--- src/rtl/reg_status_file.sv ---
// Architectural register file plus Qi rename table for the Tomasulo core.
// Answers operand lookups with same-cycle CDB bypass, renames on issue, retires on CDB.
module reg_status_file #(
  parameter int unsigned NREG = 8,
  parameter int unsigned W    = 16,
  parameter int unsigned TW   = 3
) (
  input  logic                       CLK,
  input  logic                       CLR,
  input  logic [$clog2(NREG)-1:0]    numR0,
  input  logic [$clog2(NREG)-1:0]    numR1,
  output logic [TW-1:0]              depR0,
  output logic [W-1:0]               dataR0,
  output logic [TW-1:0]              depR1,
  output logic [W-1:0]               dataR1,
  input  logic                       issue,
  input  logic [$clog2(NREG)-1:0]    issueRd,
  input  logic [TW-1:0]              issueTag,
  input  logic                       CDBvalid,
  input  logic [TW-1:0]              CDBtag,
  input  logic [W-1:0]               CDB,
  input  logic                       wrEn,
  input  logic [$clog2(NREG)-1:0]    wrAddr,
  input  logic [W-1:0]               wrData,
  input  logic                       flush,
  output logic [$clog2(NREG+1)-1:0]  pending
);

  localparam int unsigned AW = $clog2(NREG);
  localparam int unsigned PW = $clog2(NREG + 1);

  logic [NREG-1:0][W-1:0]  r_q, r_d;
  logic [NREG-1:0][TW-1:0] qi_q, qi_d;
  logic [PW-1:0]           pending_d;
  logic                    cdb_hit;

  // Tag 0 means "no dependency", so it never matches on the CDB.
  assign cdb_hit = CDBvalid && (CDBtag != '0);

  // Per-register next state; later assignments win: flush > wrEn > issue > retire.
  always_comb begin
    r_d       = r_q;
    qi_d      = qi_q;
    pending_d = '0;
    for (int i = 0; i < NREG; i++) begin
      if (cdb_hit && (qi_q[i] == CDBtag)) begin
        r_d[i]  = CDB;
        qi_d[i] = '0;
      end
      if (issue && (issueTag != '0) && (issueRd == AW'(i))) begin
        qi_d[i] = issueTag;
      end
      if (wrEn && (wrAddr == AW'(i))) begin
        r_d[i]  = wrData;
        qi_d[i] = '0;
      end
      if (flush) begin
        qi_d[i] = '0;
      end
      if (qi_d[i] != '0) begin
        pending_d = pending_d + PW'(1);
      end
    end
  end

  always_ff @(posedge CLK or negedge CLR) begin
    if (!CLR) begin
      r_q     <= '0;
      qi_q    <= '0;
      pending <= '0;
    end else begin
      r_q     <= r_d;
      qi_q    <= qi_d;
      pending <= pending_d;
    end
  end

  // Operand lookup: current state, overridden by a matching CDB broadcast this cycle.
  always_comb begin
    depR0  = qi_q[numR0];
    dataR0 = r_q[numR0];
    if (cdb_hit && (qi_q[numR0] == CDBtag)) begin
      depR0  = '0;
      dataR0 = CDB;
    end
    depR1  = qi_q[numR1];
    dataR1 = r_q[numR1];
    if (cdb_hit && (qi_q[numR1] == CDBtag)) begin
      depR1  = '0;
      dataR1 = CDB;
    end
  end

endmodule

--- config.mk ---
export PLATFORM = sky130hd
export DESIGN_NAME = reg_status_file
export DESIGN_NICKNAME = d
export VERILOG_FILES = /design/src/rtl/reg_status_file.sv
export SDC_FILE = /design/constraint.sdc
export NUM_CORES = 1
export LEC_CHECK = 0
export CORE_ASPECT_RATIO = 1.1
export CORE_MARGIN = 5
export CORE_UTILIZATION = 59
export DETAILED_ROUTE_END_ITERATION = 12
export PLACE_DENSITY = 0.79
export SLEW_MARGIN = 20
export SYNTH_ARGS = -nofsm -noshare
export SYNTH_HDL_FRONTEND = slang
export SYNTH_SLANG_ARGS = --single-unit
--- constraint.sdc ---
create_clock -name CLK -period 5.67 [get_ports CLK]
set_input_delay 1.4175 -clock CLK [delete_from_list [all_inputs] [get_ports CLK]]
set_output_delay 1.4175 -clock CLK [all_outputs]
set_load 0.05 [all_outputs]
==> results_dict.tcl <==
set metrics [dict create \
    viasPerCell 6.65 \
    num_antenna_cells 0 \
    crit_fanout 14 \
    r2r_cells 19 \
    yosysSeqAreaShare 0.355 \
    firstDrtPassIters 5 \
    max_freq_mhz 184 \
    clkLatencyLatePin_ns 0.44 \
    drt_drc_violations_left 0 \
    vias 9505 \
    seq_area_um2 3900 \
    rsz0062_at_grt "no" \
    synth-edff-count 0 \
    cts_num_sinks 156 \
    slew_violations 0 \
    outcome "completed" \
    routabilityCongestion 0.976 \
    clk_pin_slew_ns 0.06 \
    grt_use_total 0.313 \
    synth_most_common_cell "nand2_1" \
    yosysTopAreaCellShare 0.355 \
    p_sw_mw 1.50 \
    p_leak_nw 5.31 \
    dieArea_um2 21500 \
    crit_arrival_ns 4.01 \
    p_sw_frac 0.342 \
    die_y_um 153 \
    internal-power_mw 2.89 \
    syn_to_final_growth_pct 22.7 \
    rows 52 \
    drive_gt1_frac 0.218 \
    fin_util 0.735 \
    hp-class "flop to flop" \
    powerDensity_nw_per_um2 325 \
    cts_made_buffers 17 \
    syn-num-nets 1157 \
    start_util 0.599 \
    io_buffers 97 \
    min_path_cells 2 \
    synth-async-reset-ratio 1.00 \
    nNetsFinal 1236 \
    ctsResizeCount 0 \
    antenna_left 0 \
    synth_area_per_cell_um2 10.0 \
    cp.required_ns 4.25 \
    fin_skew_ns 0.0125 \
    wl_per_cell_um 23.4 \
    synthTopCellsByCount "nand2_1 (176), mux2i_1 (167), dfrtp_1 (156)" \
    fillers 1268 \
    syn_inst 1094 \
    cp-start-kind "primary input" \
    r2r-start "qi_q[1]$_DFF_PN0_" \
    multi_input_area_um2 6730 \
    core_um2 18300 \
    hold_start "r_q[34]$_DFFE_PN0P_" \
    hold_viol 0 \
    cts.path.max_buffers 2 \
    dp_slack_ns -0.143 \
    grt.overflow.total 0 \
    synth-main-ff-cell "dfrtp_1" \
    holdBufCountCts 0 \
    relSlewSlack 0.537 \
    clkPwrFrac 0.300 \
    pwr-share-seq 0.349 \
    dieWidth_um 140 \
    drt-initial-drc-count 1019 \
    io_pins 98 \
    cts-root-buf "clkbuf_16" \
    holdPathEnd "r_q[34]$_DFFE_PN0P_" \
    reg2reg_to "pending[3]$_DFF_PN0_" \
    fin_ws_ns 0.238 \
    wl_um 33500 \
    criticalPathCategory "primary input to primary output" \
    syn-cell-area_um2 11000 \
    cap_violations 0 \
    ys.warnings.count 0 \
    ir_drop_mv 0.276 \
    dpl.hpwl_um 21400 \
    fin_crit_sh 0.958 \
    synth_seq_cells 156 \
    grt_pass1_wl_um 52700 \
    h-tree-depth 4 \
    yosys-top-cells-area "dfrtp_1 (36%), mux4_2 (16%), mux2i_1 (15%), o21ai_0 (7.0%), nand2_1 (6.0%)" \
    grt_antenna_before_repair 0 \
    grt_pass1_vias 9771 \
    min_period_ns 5.43 \
    end_kind "primary output" \
    cts_tree "done" \
    hold_ws_ns 0.506 \
    yosysUniqueCellTypes 65 \
    post_cts_buffers 0 \
    synth_area_leader_cell "dfrtp_1" \
    tightest_slew_ns 0.693 \
    combPwrFrac 0.351 \
    grt_max_degree 70 \
    reg2reg_slack_ns 1.53 \
    setup_viol 0 \
]
==> cells by family after synthesis <==
group,Yosys count,synth area share
XOR/XNOR,46,0.0413
flip-flops,156,0.355
AO/OA/AOI/OAI,230,0.122
buffers and inverters,124,0.0444
AND/OR/NAND/NOR,287,0.120
adder cells (fa/ha/maj),7,0.00797
multiplexers,244,0.309
==> critical path: stages <==
cell	delay [ns]
buf_2	0.26
mux4_2	0.56
mux2i_1	0.25
xnor2_1	0.11
nor4_2	0.44
buf_4	0.33
buf_4	0.21
nand2_1	0.07
o21ai_0	0.17
buf_12	0.19
==> power by group through the flow <==
stage | logic [mW] | clock network (mW) | registers [mW]
after global routing | 1.63 | 1.37 | 1.55
after floorplan | 0.928 | 0 | 1.48
final | 1.54 | 1.31 | 1.53
after global placement | 1.49 | 0 | 1.50
after CTS | 1.54 | 1.32 | 1.52
after detailed placement | 1.53 | 0 | 1.53
==> per-layer routing <==
layer / GRT usage / part of all wire
met1: 0.389 / 0.37
met2: 0.518 / 0.50
met3: 0.0594 / 0.084
met4: 0.171 / 0.045
met5: 0 / 0
==> metrics by stage <==
step / power [mW] / std cells / setup TNS [ns] / cell area [um^2]
final: 4.39 / 1429 / 0 / 13500
after global routing: 4.56 / 1429 / 0 / 13500
after CTS: 4.38 / 1429 / 0 / 13500
after detailed placement: 3.05 / 1397 / -0.171 / 12800
after global placement: 2.99 / 1397 / 0 / 12800
after floorplan: 2.41 / 1094 / 0 / 11000
==> state kept, by name, summed over array words and instances, names as in the netlist <==
signal   count
qi_q        24
r_q        128
pending      4
==> layout make-up <==
class | count | area share
Clock buffer | 17 | 0.0316
Clock inverter | 15 | 0.0182
Inverter | 10 | 0.00278
Multi-Input combinational cell | 814 | 0.499
Sequential cell | 156 | 0.290
Tap cell | 243 | 0.0226
Timing Repair Buffer | 174 | 0.136
==> worst max-delay path by stage <==
| stage | startpoint | to | slack [ns] |
|---|---|---|---|
| after floorplan | numR0[0] | dataR0[10] | 0.04 |
| after global placement | CDBtag[1] | pending[3]$_DFF_PN0_ | 0.05 |
| after detailed placement | CDBtag[1] | pending[3]$_DFF_PN0_ | -0.14 |
| after CTS | numR1[0] | dataR1[12] | 0.26 |
| after global routing | numR1[0] | dataR1[8] | 0.0002 |
| final | numR1[0] | dataR1[12] | 0.24 |
==> cells in the final DEF, fill, tap and decap left out, types with 18 or more instances in the layout <==
| master | netlist | routed |
|---|---|---|
| a21oi_1 | 32 | 32 |
| dfrtp_1 | 156 | 156 |
| mux2i_1 | 167 | 167 |
| nor2_1 | 40 | 38 |
| mux4_2 | 76 | 76 |
| buf_12 | 0 | 32 |
| xnor2_1 | 18 | 18 |
| xor2_1 | 24 | 24 |
| clkdlybuf4s50_1 | 0 | 54 |
| o21ai_0 | 153 | 153 |
| nand2_1 | 176 | 176 |
| buf_4 | 0 | 83 |
Power figures use the tool's default switching activity.
